File: src/rtl/lms_input_align_pkg.sv
// rtl/lms_input_align_pkg.sv - shared widths, state encoding and helpers for the LMS input aligner
package lms_input_align_pkg;

  localparam int SAMP_W_DEF  = 32;
  localparam int FIFO_AW_DEF = 4;
  localparam int PAIR_W      = 2 * SAMP_W_DEF;
  // main sideband: timestamp, has_time, length, eov, eob
  localparam int SB_W        = 64 + 1 + 16 + 1 + 1;
  localparam int MAIN_ENT_W  = SAMP_W_DEF + 1 + SB_W;

  typedef enum logic [1:0] {
    ST_PAIR        = 2'd0,
    ST_DISCARD_AUX = 2'd1,
    ST_PAD_MAIN    = 2'd2
  } align_state_t;

  function automatic logic [15:0] sat_inc16(input logic [15:0] v);
    return (v == 16'hFFFF) ? v : v + 16'd1;
  endfunction

endpackage

File: src/rtl/lms_input_align_if.sv
// rtl/lms_input_align_if.sv - sample stream with main-style sideband, shared by inputs and the paired output
interface lms_input_align_if #(
  parameter int DATA_W = 32
);
  logic [DATA_W-1:0] tdata;
  logic              tlast;
  logic              tvalid;
  logic              tready;
  logic [63:0]       ttimestamp;
  logic              thas_time;
  logic [15:0]       tlength;
  logic              teov;
  logic              teob;

  modport master (
    output tdata, tlast, tvalid, ttimestamp, thas_time, tlength, teov, teob,
    input  tready
  );

  modport slave (
    input  tdata, tlast, tvalid, ttimestamp, thas_time, tlength, teov, teob,
    output tready
  );
endinterface

File: src/rtl/lms_align_fifo.sv
// rtl/lms_align_fifo.sv - synchronous FIFO with registered ready, first-word-fall-through head
module lms_align_fifo #(
  parameter int WIDTH = 8,
  parameter int AW    = 4
) (
  input  logic             i_clk,
  input  logic             i_rst,
  input  logic [WIDTH-1:0] i_wr_data,
  input  logic             i_wr_valid,
  output logic             o_wr_ready,
  output logic [WIDTH-1:0] o_rd_data,
  input  logic             i_rd_pop,
  output logic             o_empty,
  output logic             o_full,
  output logic [AW:0]      o_count
);
  localparam logic [AW:0] DEPTH = {1'b1, {AW{1'b0}}};

  logic [WIDTH-1:0] r_mem [0:(1<<AW)-1];
  logic [AW-1:0]    r_wptr;
  logic [AW-1:0]    r_rptr;
  logic [AW:0]      r_count;
  logic             r_ready;
  logic             w_push;
  logic             w_pop;
  logic [AW:0]      w_count_nxt;

  assign w_push      = i_wr_valid & r_ready;
  assign w_pop       = i_rd_pop & (r_count != '0);
  assign w_count_nxt = r_count + {{AW{1'b0}}, w_push} - {{AW{1'b0}}, w_pop};

  // ready is registered from the next count so a pop in the full cycle reopens it
  always_ff @(posedge i_clk) begin
    if (i_rst) begin
      r_wptr  <= '0;
      r_rptr  <= '0;
      r_count <= '0;
      r_ready <= 1'b0;
    end else begin
      if (w_push) r_wptr <= r_wptr + 1'b1;
      if (w_pop)  r_rptr <= r_rptr + 1'b1;
      r_count <= w_count_nxt;
      r_ready <= (w_count_nxt != DEPTH);
    end
  end

  always_ff @(posedge i_clk) begin
    if (w_push) r_mem[r_wptr] <= i_wr_data;
  end

  assign o_wr_ready = r_ready;
  assign o_rd_data  = r_mem[r_rptr];
  assign o_empty    = (r_count == '0);
  assign o_full     = (r_count == DEPTH);
  assign o_count    = r_count;

endmodule

File: src/rtl/lms_input_align.sv
// rtl/lms_input_align.sv - pairs main (x) and aux (d) samples one-to-one with packet-boundary recovery
module lms_input_align
  import lms_input_align_pkg::*;
#(
  parameter int SAMP_W  = SAMP_W_DEF,
  parameter int FIFO_AW = FIFO_AW_DEF
) (
  input  logic              axis_data_clk,
  input  logic              axis_data_rst,
  lms_input_align_if.slave  s_main_axis,
  lms_input_align_if.slave  s_aux_axis,
  lms_input_align_if.master m_pair_axis,
  input  logic              clear_cnt,
  output logic [15:0]       mismatch_cnt,
  output logic              pad_active
);
  localparam int MAIN_W = SAMP_W + 1 + SB_W;
  localparam int AUX_W  = SAMP_W + 1;

  align_state_t      r_state;
  align_state_t      w_state_nxt;
  logic [15:0]       r_mismatch_cnt;
  logic [MAIN_W-1:0] w_main_head;
  logic [AUX_W-1:0]  w_aux_head;
  logic              w_main_empty, w_aux_empty, w_main_full, w_aux_full;
  logic [FIFO_AW:0]  w_main_count, w_aux_count;
  logic              w_pop_main, w_pop_aux, w_inc, w_pad, w_valid, w_fire;
  logic [SAMP_W-1:0] w_main_data, w_aux_data, w_aux_half;
  logic              w_main_last, w_aux_last;
  logic [63:0]       w_ts;
  logic              w_has_time, w_eov, w_eob;
  logic [15:0]       w_len;
  logic              w_unused_sigs;

  lms_align_fifo #(.WIDTH(MAIN_W), .AW(FIFO_AW)) u_main_fifo (
    .i_clk      (axis_data_clk),
    .i_rst      (axis_data_rst),
    .i_wr_data  ({s_main_axis.tdata, s_main_axis.tlast, s_main_axis.ttimestamp,
                  s_main_axis.thas_time, s_main_axis.tlength, s_main_axis.teov, s_main_axis.teob}),
    .i_wr_valid (s_main_axis.tvalid),
    .o_wr_ready (s_main_axis.tready),
    .o_rd_data  (w_main_head),
    .i_rd_pop   (w_pop_main),
    .o_empty    (w_main_empty),
    .o_full     (w_main_full),
    .o_count    (w_main_count)
  );

  lms_align_fifo #(.WIDTH(AUX_W), .AW(FIFO_AW)) u_aux_fifo (
    .i_clk      (axis_data_clk),
    .i_rst      (axis_data_rst),
    .i_wr_data  ({s_aux_axis.tdata, s_aux_axis.tlast}),
    .i_wr_valid (s_aux_axis.tvalid),
    .o_wr_ready (s_aux_axis.tready),
    .o_rd_data  (w_aux_head),
    .i_rd_pop   (w_pop_aux),
    .o_empty    (w_aux_empty),
    .o_full     (w_aux_full),
    .o_count    (w_aux_count)
  );

  assign {w_main_data, w_main_last, w_ts, w_has_time, w_len, w_eov, w_eob} = w_main_head;
  assign {w_aux_data, w_aux_last} = w_aux_head;
  assign w_fire = w_valid & m_pair_axis.tready;

  // aux sideband is deliberately dropped; fill levels are not needed here
  assign w_unused_sigs = ^{w_main_full, w_aux_full, w_main_count, w_aux_count,
                           s_aux_axis.ttimestamp, s_aux_axis.thas_time, s_aux_axis.tlength,
                           s_aux_axis.teov, s_aux_axis.teob};

  always_ff @(posedge axis_data_clk) begin
    if (axis_data_rst) r_state <= ST_PAIR;
    else               r_state <= w_state_nxt;
  end

  always_comb begin
    w_state_nxt = r_state;
    w_valid     = 1'b0;
    w_pop_main  = 1'b0;
    w_pop_aux   = 1'b0;
    w_inc       = 1'b0;
    w_pad       = 1'b0;
    w_aux_half  = w_aux_data;
    case (r_state)
      ST_PAIR: begin
        w_valid = ~w_main_empty & ~w_aux_empty;
        if (w_fire) begin
          w_pop_main = 1'b1;
          w_pop_aux  = 1'b1;
          if (w_main_last & ~w_aux_last) begin
            w_inc       = 1'b1;
            w_state_nxt = ST_DISCARD_AUX;
          end else if (~w_main_last & w_aux_last) begin
            w_inc       = 1'b1;
            w_state_nxt = ST_PAD_MAIN;
          end
        end
      end
      ST_DISCARD_AUX: begin
        if (~w_aux_empty) begin
          w_pop_aux = 1'b1;
          if (w_aux_last) w_state_nxt = ST_PAIR;
        end
      end
      ST_PAD_MAIN: begin
        w_pad      = 1'b1;
        w_aux_half = '0;
        w_valid    = ~w_main_empty;
        if (w_fire) begin
          w_pop_main = 1'b1;
          if (w_main_last) w_state_nxt = ST_PAIR;
        end
      end
      default: w_state_nxt = ST_PAIR;
    endcase
  end

  always_ff @(posedge axis_data_clk) begin
    if (axis_data_rst)  r_mismatch_cnt <= 16'd0;
    else if (clear_cnt) r_mismatch_cnt <= 16'd0;
    else if (w_inc)     r_mismatch_cnt <= sat_inc16(r_mismatch_cnt);
  end

  assign m_pair_axis.tdata      = {w_aux_half, w_main_data};
  assign m_pair_axis.tlast      = w_main_last;
  assign m_pair_axis.tvalid     = w_valid;
  assign m_pair_axis.ttimestamp = w_ts;
  assign m_pair_axis.thas_time  = w_has_time;
  assign m_pair_axis.tlength    = w_len;
  assign m_pair_axis.teov       = w_eov;
  assign m_pair_axis.teob       = w_eob;
  assign mismatch_cnt           = r_mismatch_cnt;
  assign pad_active             = w_pad;

endmodule

File: src/flat_wrapper.sv
// flat-port wrapper written by rule: the top's interface ports become plain ports
module lms_input_align_flat import lms_input_align_pkg::*;
#(
  parameter int SAMP_W  = SAMP_W_DEF,
  parameter int FIFO_AW = FIFO_AW_DEF
)
  (axis_data_clk, axis_data_rst, clear_cnt, mismatch_cnt, pad_active, s_main_axis_tdata, s_main_axis_tlast, s_main_axis_tvalid, s_main_axis_ttimestamp, s_main_axis_thas_time, s_main_axis_tlength, s_main_axis_teov, s_main_axis_teob, s_main_axis_tready, s_aux_axis_tdata, s_aux_axis_tlast, s_aux_axis_tvalid, s_aux_axis_ttimestamp, s_aux_axis_thas_time, s_aux_axis_tlength, s_aux_axis_teov, s_aux_axis_teob, s_aux_axis_tready, m_pair_axis_tdata, m_pair_axis_tlast, m_pair_axis_tvalid, m_pair_axis_ttimestamp, m_pair_axis_thas_time, m_pair_axis_tlength, m_pair_axis_teov, m_pair_axis_teob, m_pair_axis_tready);
  lms_input_align_if #(.DATA_W(32)) s_main_axis_i ();
  lms_input_align_if #(.DATA_W(32)) s_aux_axis_i ();
  lms_input_align_if #(.DATA_W(64)) m_pair_axis_i ();
  input  logic axis_data_clk;
  input  logic axis_data_rst;
  input  logic clear_cnt;
  output logic [15:0] mismatch_cnt;
  output logic pad_active;
  input wire logic [$bits(s_main_axis_i.tdata)-1:0] s_main_axis_tdata;
  input wire logic [$bits(s_main_axis_i.tlast)-1:0] s_main_axis_tlast;
  input wire logic [$bits(s_main_axis_i.tvalid)-1:0] s_main_axis_tvalid;
  input wire logic [$bits(s_main_axis_i.ttimestamp)-1:0] s_main_axis_ttimestamp;
  input wire logic [$bits(s_main_axis_i.thas_time)-1:0] s_main_axis_thas_time;
  input wire logic [$bits(s_main_axis_i.tlength)-1:0] s_main_axis_tlength;
  input wire logic [$bits(s_main_axis_i.teov)-1:0] s_main_axis_teov;
  input wire logic [$bits(s_main_axis_i.teob)-1:0] s_main_axis_teob;
  output wire logic [$bits(s_main_axis_i.tready)-1:0] s_main_axis_tready;
  input wire logic [$bits(s_aux_axis_i.tdata)-1:0] s_aux_axis_tdata;
  input wire logic [$bits(s_aux_axis_i.tlast)-1:0] s_aux_axis_tlast;
  input wire logic [$bits(s_aux_axis_i.tvalid)-1:0] s_aux_axis_tvalid;
  input wire logic [$bits(s_aux_axis_i.ttimestamp)-1:0] s_aux_axis_ttimestamp;
  input wire logic [$bits(s_aux_axis_i.thas_time)-1:0] s_aux_axis_thas_time;
  input wire logic [$bits(s_aux_axis_i.tlength)-1:0] s_aux_axis_tlength;
  input wire logic [$bits(s_aux_axis_i.teov)-1:0] s_aux_axis_teov;
  input wire logic [$bits(s_aux_axis_i.teob)-1:0] s_aux_axis_teob;
  output wire logic [$bits(s_aux_axis_i.tready)-1:0] s_aux_axis_tready;
  output wire logic [$bits(m_pair_axis_i.tdata)-1:0] m_pair_axis_tdata;
  output wire logic [$bits(m_pair_axis_i.tlast)-1:0] m_pair_axis_tlast;
  output wire logic [$bits(m_pair_axis_i.tvalid)-1:0] m_pair_axis_tvalid;
  output wire logic [$bits(m_pair_axis_i.ttimestamp)-1:0] m_pair_axis_ttimestamp;
  output wire logic [$bits(m_pair_axis_i.thas_time)-1:0] m_pair_axis_thas_time;
  output wire logic [$bits(m_pair_axis_i.tlength)-1:0] m_pair_axis_tlength;
  output wire logic [$bits(m_pair_axis_i.teov)-1:0] m_pair_axis_teov;
  output wire logic [$bits(m_pair_axis_i.teob)-1:0] m_pair_axis_teob;
  input wire logic [$bits(m_pair_axis_i.tready)-1:0] m_pair_axis_tready;
  assign s_main_axis_i.tdata = s_main_axis_tdata;
  assign s_main_axis_i.tlast = s_main_axis_tlast;
  assign s_main_axis_i.tvalid = s_main_axis_tvalid;
  assign s_main_axis_i.ttimestamp = s_main_axis_ttimestamp;
  assign s_main_axis_i.thas_time = s_main_axis_thas_time;
  assign s_main_axis_i.tlength = s_main_axis_tlength;
  assign s_main_axis_i.teov = s_main_axis_teov;
  assign s_main_axis_i.teob = s_main_axis_teob;
  assign s_main_axis_tready = s_main_axis_i.tready;
  assign s_aux_axis_i.tdata = s_aux_axis_tdata;
  assign s_aux_axis_i.tlast = s_aux_axis_tlast;
  assign s_aux_axis_i.tvalid = s_aux_axis_tvalid;
  assign s_aux_axis_i.ttimestamp = s_aux_axis_ttimestamp;
  assign s_aux_axis_i.thas_time = s_aux_axis_thas_time;
  assign s_aux_axis_i.tlength = s_aux_axis_tlength;
  assign s_aux_axis_i.teov = s_aux_axis_teov;
  assign s_aux_axis_i.teob = s_aux_axis_teob;
  assign s_aux_axis_tready = s_aux_axis_i.tready;
  assign m_pair_axis_tdata = m_pair_axis_i.tdata;
  assign m_pair_axis_tlast = m_pair_axis_i.tlast;
  assign m_pair_axis_tvalid = m_pair_axis_i.tvalid;
  assign m_pair_axis_ttimestamp = m_pair_axis_i.ttimestamp;
  assign m_pair_axis_thas_time = m_pair_axis_i.thas_time;
  assign m_pair_axis_tlength = m_pair_axis_i.tlength;
  assign m_pair_axis_teov = m_pair_axis_i.teov;
  assign m_pair_axis_teob = m_pair_axis_i.teob;
  assign m_pair_axis_i.tready = m_pair_axis_tready;
  lms_input_align #(.SAMP_W(SAMP_W), .FIFO_AW(FIFO_AW)) u_core (.axis_data_clk(axis_data_clk), .axis_data_rst(axis_data_rst), .s_main_axis(s_main_axis_i), .s_aux_axis(s_aux_axis_i), .m_pair_axis(m_pair_axis_i), .clear_cnt(clear_cnt), .mismatch_cnt(mismatch_cnt), .pad_active(pad_active));
endmodule
File: config.mk
export PLATFORM = sky130hd
export DESIGN_NAME = lms_input_align_flat
export DESIGN_NICKNAME = d
export VERILOG_FILES = /design/src/rtl/lms_input_align_pkg.sv /design/src/rtl/lms_input_align_if.sv /design/src/rtl/lms_align_fifo.sv /design/src/rtl/lms_input_align.sv /design/src/flat_wrapper.sv
export SDC_FILE = /design/constraint.sdc
export NUM_CORES = 2
export LEC_CHECK = 0
export CORE_MARGIN = 8
export CORE_UTILIZATION = 54
export CTS_CLUSTER_DIAMETER = 100
export CTS_CLUSTER_SIZE = 12
export DETAILED_ROUTE_END_ITERATION = 12
export GPL_ROUTABILITY_DRIVEN = 0
export PLACE_DENSITY = 0.83
export SLEW_MARGIN = 20
export SYNTH_ARGS = -nofsm -noshare
export SYNTH_HDL_FRONTEND = slang
export SYNTH_SLANG_ARGS = --single-unit
File: constraint.sdc
create_clock -name axis_data_clk -period 4.2 [get_ports axis_data_clk]
set_input_delay 0.84 -clock axis_data_clk [delete_from_list [all_inputs] [get_ports axis_data_clk]]
set_output_delay 0.84 -clock axis_data_clk [all_outputs]
set_load 0.02 [all_outputs]
==> impl_results.md <==
* Status: finished clean
* WP buf/inv at 3
* # IOs at 406
* Yosys Warn Count at 0
* H-Tree Depth at 4
* Power Density at 550.2 nW/um^2
* Clock Path Buffers at 3
* Final Slew Violations at 0
* Initial drt markers at 5515
* Placed cell areas at roughly 100000 um^2
* Critical Path, Cell by Cell: buf_12, bufbuf_16, mux4_2, mux4_2, clkdlybuf4s15_2
* Area share of the largest cell type after synthesis at ~78%
* R2R Setup Slk at 0.44 ns
* Crit Path Max Fanout at 30
* Clock root buffer: clkbuf_16
* FP Rows at 151
* Final Cycle Share at 98.73%
* Leak at 32.59 nW
* TritonCTS clock tree: built
* Post-synthesis net count at ~4000
* Non-Filler Instances at 6514
* Reg2Reg Depth at 11
* # setup viols final at 0
* Synth area leader: edfxtp_1
* Area Overhead vs Synth at 15.62%
* Syn_area_per_cell at approximately 25 um^2
* Vias in the first global route at 45950
* Flops & latches, synth at approximately 2400
* Peak VDD IR at 0.0005690 V
* Routed vias/inst at 6.796
* Hold path depth at 1
* Fraction of layout cells with a size suffix above 1 at 28.84%
* Register area share after synthesis at about four fifths
* Clock transition at the registers of the reported paths at approximately 0.070 ns
* EDFF count, synth at 2384
* Max incr delay on CP at 0.57 ns
* CTS Buf Count at 222
* Antenna violations before repair at 56
* Clock power frac at 31.0%
* Comb power frac at 22.1%
* WHS at 0.5111 ns
* Largest net degree at the start of global routing at 77
* First-pass DRT Iterations at 5
* Hold endpoint: u_core.mismatch_cnt[10]
* R2R Path End: u_core.mismatch_cnt[13]
* Synthesized area at 92210 um^2
* Setup Skew at about 0.077 ns
* CP max stage cell: mux4_2
* Total power at 58.66 mW
* Critical path arrival at 3.31 ns
* Internal at 43.22 mW
* Max Fclk at around 240 MHz
* Clock Latency Late Sink at 0.87 ns
* Most frequent CP cell: mux4_2
* Net Sw Power at 15.44 mW
* Design area at around 110000 um^2
* Hold Path Class: flop to flop
* Drt drc at 0
* Worst EP required at 3.36 ns
* Synth Flop Type: edfxtp_1
* Wirelength per Cell at 37.45 um
* Top delay family on crit path: multiplexers
* Placed Cells at 6152
* GRT Residual Overflow at 0
* Synth cell count leaders: 2384 x edfxtp_1, 743 x mux4_2, 98 x clkbuf_1
* Crit Path Category: flop to primary output
* Die Ht at 429.2 um
* Yosys cell types at 49
* Die ar. at 184200 um^2
* Sw Share at 26.32%
* Fin crit period at 4.147 ns
* Worst hold start: u_core.mismatch_cnt[10]
* Final hold violation count at 0
* Post-DP HPWL at 117900 um
* Core area at about 170000 um^2
* Total GRT Usage at 25.90%
* Die W at 429.2 um
* Routed Antenna Nets at 0
* TritonCTS Sinks at 2438
* Relative slew slack at 42.70%
* First-pass GRT wire length at 341200 um
* Final nets at around 4500
* Worst slew pin tran at 0.8594 ns
* Via count at 44270
* CP endpoint kind: primary output
* Ranking of synthesized cells by area: edfxtp_1 78%, mux4_2 18%, dfxtp_1 1.2%, clkbuf_1 0.40%, ha_1 0.34%
* Max Cap Violations at 0
* Register share of total power at 46.9%
* Setup crit start kind: flop
* RSZ-0062 raised after global routing: true
* Asr flop ratio synth at 0%
* Initial core utilization at 54.41%
* Mapped Cells at 3652
* Most frequent cell after synthesis: edfxtp_1
* # port buffers at 322
* Final wirelength at 243900 um
[metrics by stage]
stage	TNS, ns	util (%)	setup slack [ns]
6_report	0	62.91	0.05342
5_1_grt	-0.01939	62.90	-0.009002
4_1_cts	-2.293	62.73	-0.2510
3_5_place_dp	0	58.71	0.3778
3_3_place_gp	0	58.71	0.4308
2_1_floorplan	0	-	1.003
[routing by layer]
metal	wire (um)	vias to the layer above	global-route usage [%]
met5	69	-	0
met4	14160	12	14.52
met3	20820	616	5.117
met2	128400	3124	45.01
met1	80470	23630	30.36
li1	-	16880	-
[worst max-delay path by stage]
stage / from / endpoint / slack [ns] / depth (start not counted)
2_1_floorplan: flop / u_core.mismatch_cnt[15] / 1.00 / 12
3_3_place_gp: flop / u_core.mismatch_cnt[13] / 0.43 / 10
3_5_place_dp: flop / u_core.mismatch_cnt[13] / 0.38 / 10
4_1_cts: flop / m_pair_axis_tdata[58] / -0.25 / 5
5_1_grt: flop / m_pair_axis_tdata[22] / -0.009 / 5
6_report: flop / m_pair_axis_ttimestamp[56] / 0.05 / 5
[final cells by class]
type	instances	area [um^2]
Fill cell	10370	62860
Tap cell	2218	2775
Clock inverter	19	397.9
Sequential cell	2438	72690
Clock buffer	255	5679
Inverter	19	71.32
Timing Repair Buffer	506	6152
Multi-Input combinational cell	1017	18740
Antenna cell	42	105.1
[repair_timing]
action	CTS	global route
setup endpoints to repair	148	32
resized for setup	211	18
cloned	18	3
buffers inserted	14	11
hold buffers	0	0
[cells by family after synthesis]
logic type / after synthesis / share of synthesized area [%]
buffers and inverters: 197 / 0.9566
adders and majority gates: 27 / 0.3826
xor gates and xnor gates: 22 / 0.2090
muxes: 751 / 18.23
and+or+nand+nor: 169 / 1.061
AOI/OAI and AO/OA: 48 / 0.3487
DFF: 2438 / 78.81
[sequential cells by signal, summed over array words and instances (netlist names), named ones only]
| signal | flops |
|---|---|
| u_core.u_main_fifo.r_mem | 1856 |
| u_core.u_aux_fifo.r_mem | 528 |
| u_core.mismatch_cnt | 16 |
| u_core.u_aux_fifo.o_count | 5 |
| u_core.u_main_fifo.o_count | 5 |
| u_core.u_aux_fifo.r_rptr | 4 |
| u_core.u_aux_fifo.r_wptr | 4 |
| u_core.u_main_fifo.r_rptr | 4 |
| u_core.u_main_fifo.r_wptr | 4 |
| u_core.r_state | 2 |
| u_core.u_aux_fifo.o_wr_ready | 1 |
| u_core.u_main_fifo.o_wr_ready | 1 |
[power groups by stage]
stage | clock [mW] | sequential (mW) | combinational (mW)
after detailed placement | 0 | 28.0 | 12.1
after global placement | 0 | 27.9 | 11.8
after floorplan | 0 | 27.9 | 7.88
after CTS | 18.3 | 27.5 | 12.9
after global routing | 19.1 | 27.5 | 13.5
final | 18.2 | 27.5 | 12.9
[worst register-to-register path: stages, from the launching register on]
cell       delay (ns)
dfxtp_4          0.41
bufbuf_16        0.32
mux4_2           0.50
and2_1           0.17
a211oi_1         0.21
a21oi_1          0.11
ha_1             0.34
nor3_2           0.37
o211ai_1         0.34
buf_4            0.28
or4_1            0.50
a21oi_1          0.15
[layout by cell type (no fill, tap or decap), types with 5 or more instances in the layout]
cell,instances
mux4_2,743
a21oi_1,18
clkbuf_16,225
clkbuf_1,33
ha_1,25
nor2_1,27
and2_4,12
dlymetal6s2s_1,11
nor2b_1,39
buf_2,7
clkdlybuf4s50_1,175
dlygate4sd2_1,110
clkdlybuf4s15_1,15
nand2_1,16
clkinv_16,8
bufbuf_16,13
and2_2,12
mux2i_1,7
inv_1,18
edfxtp_1,2384
buf_4,68
buf_16,20
buf_6,8
diode_2,42
dfxtp_1,47
dfxtp_4,6
xnor2_1,12
or3_1,5
nand3_1,17
xor2_1,10
o31ai_1,5
o211ai_1,6
or4_1,7
buf_12,69
Note: power is estimated with default switching activity, not from simulation.
